<file path="src/rtl/exp_spi_responder.sv">
`timescale 1ns/1ps
// exp_spi_responder: SPI mode-0 target for the expansion-board control link.
// Gives an external host a small register map: ID, switches, LED and tri-LED.
// Ports:
//   clk, reset        system clock, asynchronous active-low reset
//   spi_sclk_in       host SPI clock (asynchronous, synchronised here)
//   spi_cs_n_in       host chip select, active-low (asynchronous)
//   spi_mosi_in       host-to-target data (asynchronous)
//   spi_miso_out      target-to-host data
//   spi_miso_oe       MISO drive enable, high for the duration of a selected frame
//   sw_in             switch levels, already synchronous to clk
//   led_out           LED register (address 0x02)
//   tled_out          tri-LED register {R,G,B} (address 0x03)
//   frame_err         one-clk pulse when a frame is aborted early
// Optional feature: define EXP_SPI_AUTOINC_EN to enable burst access with
// address auto-increment while CS_n stays low after a completed frame.
module exp_spi_responder #(
    parameter logic [7:0]  ID_VALUE = 8'hA5,
    parameter int unsigned SW_W     = 8
) (
    input  logic            clk,
    input  logic            reset,
    input  logic            spi_sclk_in,
    input  logic            spi_cs_n_in,
    input  logic            spi_mosi_in,
    output logic            spi_miso_out,
    output logic            spi_miso_oe,
    input  logic [SW_W-1:0] sw_in,
    output logic [7:0]      led_out,
    output logic [2:0]      tled_out,
    output logic            frame_err
);

    localparam int unsigned DATA_W = 8;
    localparam int unsigned ADDR_W = 7;
    localparam int unsigned CNT_W  = 5;
    localparam int unsigned TLED_W = 3;

    localparam logic [CNT_W-1:0]  CNT_CMD_LAST   = CNT_W'(7);
    localparam logic [CNT_W-1:0]  CNT_DATA_FIRST = CNT_W'(8);
    localparam logic [CNT_W-1:0]  CNT_DATA_LAST  = CNT_W'(15);
`ifndef EXP_SPI_AUTOINC_EN
    localparam logic [CNT_W-1:0]  CNT_END        = CNT_W'(16);
`endif

    localparam logic [ADDR_W-1:0] A_ID   = ADDR_W'(8'h00);
    localparam logic [ADDR_W-1:0] A_SW   = ADDR_W'(8'h01);
    localparam logic [ADDR_W-1:0] A_LED  = ADDR_W'(8'h02);
    localparam logic [ADDR_W-1:0] A_TLED = ADDR_W'(8'h03);

    typedef enum logic [1:0] {
        ST_IDLE = 2'd0,
        ST_CMD  = 2'd1,
        ST_DATA = 2'd2,
        ST_DONE = 2'd3
    } state_t;

    state_t state, state_nxt;

    // Pin synchronisers: [0],[1] form the 2-FF synchroniser, [2] is the edge-detect stage
    logic [2:0] sclk_sync;
    logic [2:0] cs_sync;
    logic [1:0] mosi_sync;

    logic sclk_rise, sclk_fall, cs_fall, cs_rise, mosi_bit, last_rise;

    logic [CNT_W-1:0]  bit_cnt,   bit_cnt_d;
    logic [ADDR_W-1:0] rx_sr,     rx_sr_d;
    logic [DATA_W-1:0] tx_sr,     tx_sr_d;
    logic              rw,        rw_d;
    logic [ADDR_W-1:0] addr,      addr_d;
    logic [DATA_W-1:0] led_d;
    logic [TLED_W-1:0] tled_d;
    logic              frame_err_d;
    logic [DATA_W-1:0] wr_data;
`ifdef EXP_SPI_AUTOINC_EN
    logic              burst,     burst_d;
    logic [ADDR_W-1:0] addr_inc;
`endif

    // Read-data multiplexer for the register map
    function automatic logic [DATA_W-1:0] rd_mux(
        input logic [ADDR_W-1:0] a,
        input logic [SW_W-1:0]   sw,
        input logic [DATA_W-1:0] led,
        input logic [TLED_W-1:0] tled
    );
        case (a)
            A_ID:    rd_mux = ID_VALUE;
            A_SW:    rd_mux = DATA_W'(sw);
            A_LED:   rd_mux = led;
            A_TLED:  rd_mux = DATA_W'(tled);
            default: rd_mux = '0;
        endcase
    endfunction

    // Input synchronisation; CS_n resets high so reset release never looks like a select
    always_ff @(posedge clk or negedge reset) begin
        if (!reset) begin
            sclk_sync <= '0;
            cs_sync   <= '1;
            mosi_sync <= '0;
        end else begin
            sclk_sync <= {sclk_sync[1:0], spi_sclk_in};
            cs_sync   <= {cs_sync[1:0], spi_cs_n_in};
            mosi_sync <= {mosi_sync[0], spi_mosi_in};
        end
    end

    assign sclk_rise = sclk_sync[1] & ~sclk_sync[2];
    assign sclk_fall = ~sclk_sync[1] & sclk_sync[2];
    assign cs_fall   = ~cs_sync[1] & cs_sync[2];
    assign cs_rise   = cs_sync[1] & ~cs_sync[2];
    assign mosi_bit  = mosi_sync[1];
    assign last_rise = sclk_rise && (bit_cnt == CNT_DATA_LAST);
    assign wr_data   = {rx_sr, mosi_bit};
`ifdef EXP_SPI_AUTOINC_EN
    assign addr_inc  = ADDR_W'(addr + 1'b1);
`endif

    // State register
    always_ff @(posedge clk or negedge reset) begin
        if (!reset) begin
            state <= ST_IDLE;
        end else begin
            state <= state_nxt;
        end
    end

    // Next-state logic; CS_n rising always returns to IDLE
    always_comb begin
        state_nxt = state;
        case (state)
            ST_IDLE: if (cs_fall) state_nxt = ST_CMD;
            ST_CMD: begin
                if (cs_rise)                                     state_nxt = ST_IDLE;
                else if (sclk_rise && (bit_cnt == CNT_CMD_LAST)) state_nxt = ST_DATA;
            end
            ST_DATA: begin
                if (cs_rise)        state_nxt = ST_IDLE;
`ifdef EXP_SPI_AUTOINC_EN
                else if (last_rise) state_nxt = ST_DATA;
`else
                else if (last_rise) state_nxt = ST_DONE;
`endif
            end
            ST_DONE: if (cs_rise) state_nxt = ST_IDLE;
            default: state_nxt = ST_IDLE;
        endcase
    end

    // Datapath / output next values
    always_comb begin
        bit_cnt_d   = bit_cnt;
        rx_sr_d     = rx_sr;
        tx_sr_d     = tx_sr;
        rw_d        = rw;
        addr_d      = addr;
        led_d       = led_out;
        tled_d      = tled_out;
        frame_err_d = 1'b0;
`ifdef EXP_SPI_AUTOINC_EN
        burst_d     = burst;
`endif
        case (state)
            ST_IDLE: begin
                if (cs_fall) begin
                    bit_cnt_d = '0;
`ifdef EXP_SPI_AUTOINC_EN
                    burst_d   = 1'b0;
`endif
                end
            end
            ST_CMD: begin
                if (cs_rise) begin
                    frame_err_d = 1'b1;
                end else if (sclk_rise) begin
                    rx_sr_d   = {rx_sr[ADDR_W-2:0], mosi_bit};
                    bit_cnt_d = CNT_W'(bit_cnt + 1'b1);
                    if (bit_cnt == CNT_CMD_LAST) begin
                        // Command byte complete: rx_sr[6] is RW, remaining bits plus MOSI form the address
                        rw_d   = rx_sr[ADDR_W-1];
                        addr_d = {rx_sr[ADDR_W-2:0], mosi_bit};
                        if (rx_sr[ADDR_W-1]) begin
                            tx_sr_d = rd_mux({rx_sr[ADDR_W-2:0], mosi_bit}, sw_in, led_out, tled_out);
                        end
                    end
                end
            end
            ST_DATA: begin
                // A 16th rise coinciding with CS_n rising still commits cleanly
                if (last_rise) begin
                    if (!rw) begin
                        case (addr)
                            A_LED:   led_d  = wr_data;
                            A_TLED:  tled_d = wr_data[TLED_W-1:0];
                            default: ;
                        endcase
                    end
`ifdef EXP_SPI_AUTOINC_EN
                    bit_cnt_d = CNT_DATA_FIRST;
                    addr_d    = addr_inc;
                    burst_d   = 1'b1;
                    if (rw) begin
                        tx_sr_d = rd_mux(addr_inc, sw_in, led_out, tled_out);
                    end
`else
                    bit_cnt_d = CNT_END;
`endif
                end else if (cs_rise) begin
`ifdef EXP_SPI_AUTOINC_EN
                    // Deselect on a burst byte boundary ends the burst cleanly
                    frame_err_d = !(burst && (bit_cnt == CNT_DATA_FIRST));
`else
                    frame_err_d = 1'b1;
`endif
                end else if (sclk_rise) begin
                    rx_sr_d   = {rx_sr[ADDR_W-2:0], mosi_bit};
                    bit_cnt_d = CNT_W'(bit_cnt + 1'b1);
                end else if (sclk_fall && (bit_cnt > CNT_DATA_FIRST)) begin
                    // The fall right after a load is skipped so the MSB is held for the next rise
                    tx_sr_d = {tx_sr[DATA_W-2:0], 1'b0};
                end
            end
            default: ;
        endcase
    end

    // Datapath and output registers
    always_ff @(posedge clk or negedge reset) begin
        if (!reset) begin
            bit_cnt      <= '0;
            rx_sr        <= '0;
            tx_sr        <= '0;
            rw           <= 1'b0;
            addr         <= '0;
            led_out      <= '0;
            tled_out     <= '0;
            frame_err    <= 1'b0;
            spi_miso_out <= 1'b0;
            spi_miso_oe  <= 1'b0;
`ifdef EXP_SPI_AUTOINC_EN
            burst        <= 1'b0;
`endif
        end else begin
            bit_cnt      <= bit_cnt_d;
            rx_sr        <= rx_sr_d;
            tx_sr        <= tx_sr_d;
            rw           <= rw_d;
            addr         <= addr_d;
            led_out      <= led_d;
            tled_out     <= tled_d;
            frame_err    <= frame_err_d;
            spi_miso_out <= (state_nxt == ST_DATA) && rw_d && tx_sr_d[DATA_W-1];
            spi_miso_oe  <= (state_nxt != ST_IDLE);
`ifdef EXP_SPI_AUTOINC_EN
            burst        <= burst_d;
`endif
        end
    end

endmodule

</file>
<file path="config.mk">
export PLATFORM = sky130hd
export DESIGN_NAME = exp_spi_responder
export DESIGN_NICKNAME = d
export VERILOG_FILES = /design/src/rtl/exp_spi_responder.sv
export SDC_FILE = /design/constraint.sdc
export NUM_CORES = 1
export LEC_CHECK = 0
export CAP_MARGIN = 40
export CORE_ASPECT_RATIO = 0.9
export CORE_MARGIN = 2
export CORE_UTILIZATION = 30
export CTS_CLUSTER_SIZE = 24
export DETAILED_ROUTE_END_ITERATION = 10
export HOLD_SLACK_MARGIN = 0.02
export SLEW_MARGIN = 0
export SYNTH_ARGS = -nofsm -noshare
export SYNTH_HDL_FRONTEND = slang
export SYNTH_SLANG_ARGS = --single-unit
export TNS_END_PERCENT = 20
</file>
<file path="constraint.sdc">
create_clock -name clk -period 6.64 [get_ports clk]
set_clock_uncertainty 0.15 [all_clocks]
set_input_delay 1.66 -clock clk [delete_from_list [all_inputs] [get_ports clk]]
set_output_delay 1.66 -clock clk [all_outputs]
set_load 0.01 [all_outputs]
</file>
### After elaboration in Yosys (flattened, before gate mapping)

Cells that the tools add are included.

| storage, ports and cells | value |
|---|---|
| ROM bits | 0 |
| output and inout bits | 14 |
| memory bits (writable) | 0 |
| input port bits | 13 |
| flip-flop bits (word level) | 52 |
| latch bits | 0 |
| memories kept | 0 |
| word-level logic and storage cells | 96 |

| operators by class | value |
|---|---|
| equality and inequality tests | 20 |
| bitwise gates (word level) | 10 |
| reductions and logical operators | 16 |
| divide/modulo/power cells | 0 |
| multiply operators | 0 |
| add/sub/neg operators | 1 |
| shift operators | 0 |
| $lt $le $gt $ge | 1 |
| mux-type cells | 33 |

Operators with widths:

| kind | number |
|---|---|
| 8-bit 2-to-1 mux | 8 |
| 8-bit one-hot mux with 4 select lines | 1 |
| 7-bit by 2-bit equality test with 1-bit output (second input constant) | 4 |
| 7-bit 2-to-1 mux | 3 |
| 5-bit 2-to-1 mux | 4 |
| 2-bit != test (second input constant) | 9 |
| 8-bit one-hot mux with 2 select lines | 1 |
| 5-bit one-hot mux with 3 select lines | 1 |
| 7-bit one-hot mux with 2 select lines | 1 |
| 2-bit 2-to-1 mux | 6 |
| 4-bit AND reduction | 3 |
| 9-bit AND reduction | 1 |
| 2-bit one-hot mux with 4 select lines | 1 |
| 7-bit by 1-bit equality test with 1-bit output (second input constant) | 1 |
| 7-bit zero test | 1 |
| 2-bit equality test (second input constant) | 3 |
| 1-bit 2-to-1 mux | 6 |
| 1-bit NOT | 6 |
| 5-bit by 1-bit adder with 5-bit output (second input constant) | 1 |
| 5-bit by 3-bit equality test with 1-bit output (second input constant) | 1 |
| 5-bit by 4-bit equality test with 1-bit output (second input constant) | 1 |
| 5-bit by 4-bit > comparator with 1-bit output (second input constant) | 1 |
| 1-bit logical AND | 5 |
| 1-bit bitwise AND | 4 |
| 6 further kinds | 8 |

### Depth between registers and ports, before layout

Gate-level depths: netlist of run 1.

| depth | value |
|---|---|
| depth after elaboration | 9 |
| gate-level depth with buffers | 8 |
| mapped depth without buffers | 8 |

### Least setup slack after synthesis of run 1

No wires, ideal clock.

| timing path | value |
|---|---|
| kind | input to register |
| start point | input port sw_in[1] |
| end point | register tx_sr[1] |
| setup time | 0.126 ns |
| arrival | 2.339 ns |
| path buffers | 0 |
| stages on the path | 4 |
| data required time | 6.364 ns |
| setup slack | 4.025 ns |
| cell sequence | mux2_2 > a22oi_1 > nor3_1 > a221o_1 |

| between the ends | value |
|---|---|
| word-level cells in the longest chain between the ends | 6 |

RTL lines:

| item | line | source |
|---|---|---|
| start: declaration | 28 | `input logic [SW_W-1:0] sw_in,` |
| 8-bit one-hot mux with 4 select lines | 88 | `case (a)` |
| 8-bit 2-to-1 mux | 184 | `if (rx_sr[ADDR_W-1]) begin` |
| 8-bit 2-to-1 mux | 180 | `if (bit_cnt == CNT_CMD_LAST) begin` |
| 8-bit 2-to-1 mux | 177 | `end else if (sclk_rise) begin` |
| 8-bit 2-to-1 mux | 175 | `if (cs_rise) begin` |
| 8-bit one-hot mux with 2 select lines | 165 | `case (state)` |
| end signal: assignment | 248 | `tx_sr <= tx_sr_d;` |
| end: declaration | 69 | `logic [DATA_W-1:0] tx_sr, tx_sr_d;` |

Every way passes these cells. The select of a mux whose other input is x is not followed.
A chain may end at the register's enable or synchronous reset.

### Worst setup path after layout of run 1

| timing path | value |
|---|---|
| start point | register led_out[5] |
| end point | output port led_out[5] |

RTL lines:

| item | line | source |
|---|---|---|
| start: declaration | 29 | `output logic [7:0] led_out,` |
| start signal: assignment | 251 | `led_out <= led_d;` |

No word-level cell between the ends.

==> results of run 1 <==
-- final cells by class --
type	count	area [um^2]	share of cell area (%)
repair buffers	27	263	8.85
clock inverters	3	22.5	0.759
inverters	10	37.5	1.26
multi-input cells	139	1150	38.7
well taps	99	124	4.17
flip-flops and latches	52	1310	44.0
clock buffers	5	68.8	2.32
-- metrics by stage --
step	instance area (um^2)	hold WS (ps)	instances	util, %
6_report	2970	212	335	36.6
5_1_grt	2970	219	335	36.6
4_1_cts	2970	215	335	36.6
3_5_place_dp	2880	201	327	35.5
3_3_place_gp	2880	182	327	35.5
2_1_floorplan	2520	181	207	-
-- layout by cell type (no fill, tap or decap), types with 7 or more instances in the layout --
master	netlist	layout
ha_1	8	8
dfrtp_1	49	49
nor3_1	8	8
mux2_2	28	28
inv_1	10	10
clkdlybuf4s50_1	0	25
o21ai_0	7	7
nand2_1	11	11
-- path summary, 6_finish.rpt --
| check | startpoint | to | slack, ps | cells past startpoint |
|---|---|---|---|---|
| min in group asynchronous | reset | sclk_sync[0] | 1310 | 2 |
| min reg2reg | cs_sync[0] | cs_sync[1] | 210 | 0 |
| max | led_out[5] | led_out[5] | 3550 | 1 |
| min | cs_sync[0] | cs_sync[1] | 210 | 0 |
| max in group asynchronous | reset | rx_sr[5] | 4580 | 2 |
| max reg2reg | state[1] | spi_miso_out | 4060 | 6 |
-- registers in the layout (all words and copies together) (netlist names), 2 cells and up --
register / flops
addr: 7
bit_cnt: 5
cs_sync: 3
led_out: 8
mosi_sync: 2
rx_sr: 7
sclk_sync: 3
state: 2
tled_out: 3
tx_sr: 8
-- routing by layer --
layer / up-vias / track usage (%) / share of wire [%]
met4: 0 / 4.11 / 1.1
met3: 4 / 3.00 / 3.2
li1: 823 / - / -
met1: 842 / 17.3 / 49
met2: 23 / 17.9 / 46
met5: - / 0 / 0
-- power by group through the flow --
stage	Clock [mW]	Combinational, mW	Sequential [mW]
global placement	0	0.255	0.413
CTS	0.193	0.261	0.408
finish	0.184	0.260	0.408
global route	0.207	0.292	0.418
floorplan	0	0.198	0.391
detailed placement	0	0.259	0.414
-- kinds of logic (layout without fill, tap and decap cells) --
kind of cell,Yosys count,in the layout,synth area share (%)
flops,52,52,51.7
compound gates,42,42,12.8
buf+inv,16,45,2.82
simple gates,58,58,15.1
fa+ha+maj,8,8,3.96
mux,31,31,13.7
==> impl_metrics.env, run 1 <==
export IMPL_status="complete, no violations"
export IMPL_wirelength_um=5190
export IMPL_swShare_pct=36.1
export IMPL_synth_seq_area_share_pct=51.7
export IMPL_hold_viol=0
export IMPL_drive_gt1_share_pct=22.0
export IMPL_drt_iter0_drc=71
export IMPL_grt_max_degree=53
export IMPL_die_x_um=101
export IMPL_dr_pass1_iters=6
export IMPL_crit_type="reg2out"
export IMPL_synth_edf_count=0
export IMPL_synth_warning_count=0
export IMPL_netSwitchingPower_mw=0.307
export IMPL_grt_pass1_wl_um=8780
export IMPL_die_height_um=91.0
export IMPL_clk_latency_ps=300
export IMPL_synth_nets=228
export IMPL_holdBufCountCts=0
export IMPL_cts_clk_slew_worst_paths_ps=90
export IMPL_setup_tns_ps=0
export IMPL_worst_path_max_delay_cell="clkdlybuf4s50_1"
export IMPL_p_seq_share_pct=47.9
export IMPL_tightest_slew_ps=668
export IMPL_cp_num_buf_inv=1
export IMPL_nNetsFinal=256
export IMPL_yosys_cell_types_count=51
export IMPL_clock_root_buffer="clkbuf_8"
export IMPL_dp_slack_ps=3480
export IMPL_gp_congestion=0.748
export IMPL_synth_top_area_share_pct=48.6
export IMPL_rsz0062_at_grt="no"
export IMPL_timing_final_ws_setup_ps=3550
export IMPL_ys_flop_type="dfrtp_1"
export IMPL_start_kind="flip-flop"
export IMPL_viasPerCell=5.05
export IMPL_post_route_period_util_pct=46.6
export IMPL_period_minus_slack_ps=3090
export IMPL_core_area_mm2=0.00811
export IMPL_cts_tree="built"
export IMPL_port_buffer_count=26
export IMPL_cts_made_buffers=5
export IMPL_grtUsageTotal_pct=12.2
export IMPL_grt_overflow=0
export IMPL_hold_class="reg2reg"
export IMPL_post_drt_wl_per_cell_um=15.5
export IMPL_drv_cap=0
export IMPL_htreeDepth=2
export IMPL_vias=1692
export IMPL_cp_arrival_ps=1280
export IMPL_diodes=0
export IMPL_synth_most_common_cell="dfrtp_1"
export IMPL_cp_max_fo=3
export IMPL_power_leakage_nw=1.34
export IMPL_clkPwrFrac_pct=21.6
export IMPL_critPathCaptureType="primary output"
export IMPL_fmax_mhz=323
export IMPL_finalPower_mw=0.851
export IMPL_rows=31
export IMPL_crit_family="buffers and inverters"
export IMPL_netlist_instances=207
export IMPL_dpl_hpwl_um=3730
export IMPL_grt_pass1_vias=1703
export IMPL_syn_area_per_cell_um2=12.2
export IMPL_async_flop_share_pct=100
export IMPL_required_ps=4830
export IMPL_synthTopCellsByCount="dfrtp_1 (49), mux2_2 (28), nand2_1 (11)"
export IMPL_pwr_share_comb_pct=30.5
export IMPL_antenna_found_initial=0
export IMPL_route_detailed_drc=0
export IMPL_setup_viol_count_final=0
export IMPL_syn_area_mm2=0.00252
export IMPL_ir_worst_vdd_v=0.000116
export IMPL_synth_area_top_cells="dfrtp_1 (49%), mux2_2 (12%), ha_1 (4.0%)"
export IMPL_relSlewSlack_pct=55.5
export IMPL_max_stage_delay_ps=560
export IMPL_path_cells="clkdlybuf4s50_1"
export IMPL_synth_largest_area_cell="dfrtp_1"
export IMPL_fillers=780
export IMPL_slew_violations=0
export IMPL_antenna_left=0
export IMPL_p_int_mw=0.544
export IMPL_postCtsSetupBuffers=0
export IMPL_syn_to_final_growth_pct=17.6
export IMPL_power_density_mw_per_mm2=287
export IMPL_ys_seq_elements=52
export IMPL_ios=27
export IMPL_cts_sinks=52
export IMPL_start_util_pct=31.1
export IMPL_die_area_mm2=0.00917
export IMPL_clockBufferDepth=2
export IMPL_ctsResizeCount=0
Power figures use the tool's default switching activity.
==> run 2, diff against run 1 <==
==> constraint.sdc (replaced) <==
create_clock -name clk -period 3 [get_ports clk]
set_clock_uncertainty 0.15 [all_clocks]
set_input_delay 0.75 -clock clk [delete_from_list [all_inputs] [get_ports clk]]
set_output_delay 0.75 -clock clk [all_outputs]
set_load 0.01 [all_outputs]
==> impl_metrics.env, run 2 (synthesis gave the netlist of run 1 again) <==
export IMPL_setup_tns_ps=0
export IMPL_antenna_left=0
export IMPL_ios=27
export IMPL_postCtsSetupBuffers=0
export IMPL_start_util_pct=31.1
export IMPL_relSlewSlack_pct=61.6
export IMPL_core_area_mm2=0.00811
export IMPL_crit_type="reg2reg"
export IMPL_drive_gt1_share_pct=23.0
export IMPL_worst_path_max_delay_cell="nor4_4"
export IMPL_cp_arrival_ps=2520
export IMPL_critPathCaptureType="flip-flop"
export IMPL_dpl_hpwl_um=3920
export IMPL_status="complete, no violations"
export IMPL_r2r_start="bit_cnt[1]"
export IMPL_viasPerCell=4.94
export IMPL_clockBufferDepth=2
export IMPL_clock_root_buffer="clkbuf_8"
export IMPL_start_kind="flip-flop"
export IMPL_grt_pass1_wl_um=8980
export IMPL_cts_clk_slew_worst_paths_ps=100
export IMPL_post_route_period_util_pct=82.4
export IMPL_tightest_slew_ps=572
export IMPL_antenna_found_initial=0
export IMPL_cts_made_buffers=5
export IMPL_worst_path_most_repeated_cell="ha_1"
export IMPL_hold_class="in2async"
export IMPL_cts_sinks=52
export IMPL_ir_worst_vdd_v=0.000272
export IMPL_period_minus_slack_ps=2470
export IMPL_ctsResizeCount=0
export IMPL_diodes=0
export IMPL_seq_area_mm2=0.00131
export IMPL_hold_viol=0
export IMPL_timing_hold_ws_ps=170
export IMPL_holdBufCountCts=0
export IMPL_nNetsFinal=259
export IMPL_crit_family="simple AND/OR/NAND/NOR gates"
export IMPL_route_detailed_drc=0
export IMPL_cp_num_buf_inv=0
export IMPL_htreeDepth=2
export IMPL_path_cells="ha_1 -> and3_1 -> ha_1 -> nand4b_2 -> nor4_4 -> mux2_2"
export IMPL_fillers=792
export IMPL_die_x_um=101
export IMPL_grtUsageTotal_pct=12.5
export IMPL_drv_cap=0
export IMPL_regToRegEndpoint="led_out[7]"
export IMPL_grt_pass1_vias=1716
export IMPL_slew_violations=0
export IMPL_port_buffer_count=26
export IMPL_layout_commonest_cell="dfrtp_1"
export IMPL_rsz0062_at_grt="no"
export IMPL_fmax_mhz=404
export IMPL_cts_tree="built"
export IMPL_r2r_setup_slack_ps=530
export IMPL_die_area_mm2=0.00917
export IMPL_grt_max_degree=29
export IMPL_syn_to_final_growth_pct=19.9
export IMPL_reg_top3="led_out x8, tx_sr x8"
export IMPL_reg2regPathDepth=6
export IMPL_multi_input_area_mm2=0.00115
export IMPL_dr_pass1_iters=4
export IMPL_vias=1670
export IMPL_die_height_um=91.0
export IMPL_post_drt_wl_per_cell_um=15.7
export IMPL_most_common_layout_cells="dfrtp_1 (49), mux2_2 (28), clkdlybuf4s50_1 (25)"
export IMPL_grt_overflow=0
export IMPL_cp_max_fo=8
export IMPL_power_leakage_nw=1.36
export IMPL_gp_congestion=0.739
export IMPL_drt_iter0_drc=62
export IMPL_setup_viol_count_final=0
export IMPL_power_density_mw_per_mm2=654
export IMPL_rows=31
export IMPL_clk_latency_ps=310
export IMPL_required_ps=3050
export IMPL_max_stage_delay_ps=610
export IMPL_wirelength_um=5310
[run 2: layout make-up]
| type | instances | area share (%) |
|---|---|---|
| sequential | 52 | 43.1 |
| inverter | 10 | 1.24 |
| multi-input combinational | 139 | 37.9 |
| clock buffer | 5 | 2.27 |
| clock inverter | 3 | 1.53 |
| tap | 99 | 4.09 |
| timing repair buffer | 30 | 9.83 |
[run 2: report_power, final]
group / total (mW) / internal (mW) / switching (mW) / leakage [nW]
Combinational: 0.578 / 0.261 / 0.317 / 0.618
Sequential: 0.909 / 0.779 / 0.130 / 0.692
Clock: 0.493 / 0.251 / 0.241 / 0.0548
Total: 1.98 / 1.29 / 0.688 / 1.36
[run 2: per-stage QoR]
stage	setup WS (ps)	total power, mW	util, %	area, um^2	std cells
global route	365	2.11	37.4	3030	338
global placement	565	1.49	35.7	2890	329
finish	527	1.98	37.4	3030	338
floorplan	800	1.30	-	2520	207
detailed placement	538	1.49	35.9	2910	330
CTS	521	2.00	37.4	3030	338
[run 2: worst register-to-register path, stage by stage (launching register included)]
cell and delay, ps:
dfrtp_1 400, ha_1 210, and3_1 170, ha_1 180, nand4b_2 240, nor4_4 610
mux2_2 400
[run 2: how the worst max path moves through the flow]
stage               startpoint          to  slack (ps)  cells past startpoint
finish              bit_cnt[1]  led_out[7]         530                      6
global route        bit_cnt[0]  led_out[0]         360                      6
detailed placement  bit_cnt[1]  led_out[0]         540                      6
CTS                 bit_cnt[0]  led_out[0]         520                      6
global placement    bit_cnt[0]  led_out[1]         560                      6
floorplan           bit_cnt[0]  led_out[0]         800                      6
[run 2: metal layers]
layer,wire length [um],GRT usage (%)
met5,0,0
met4,73,3.77
met3,135,2.93
met1,2700,18.1
met2,2400,18.4
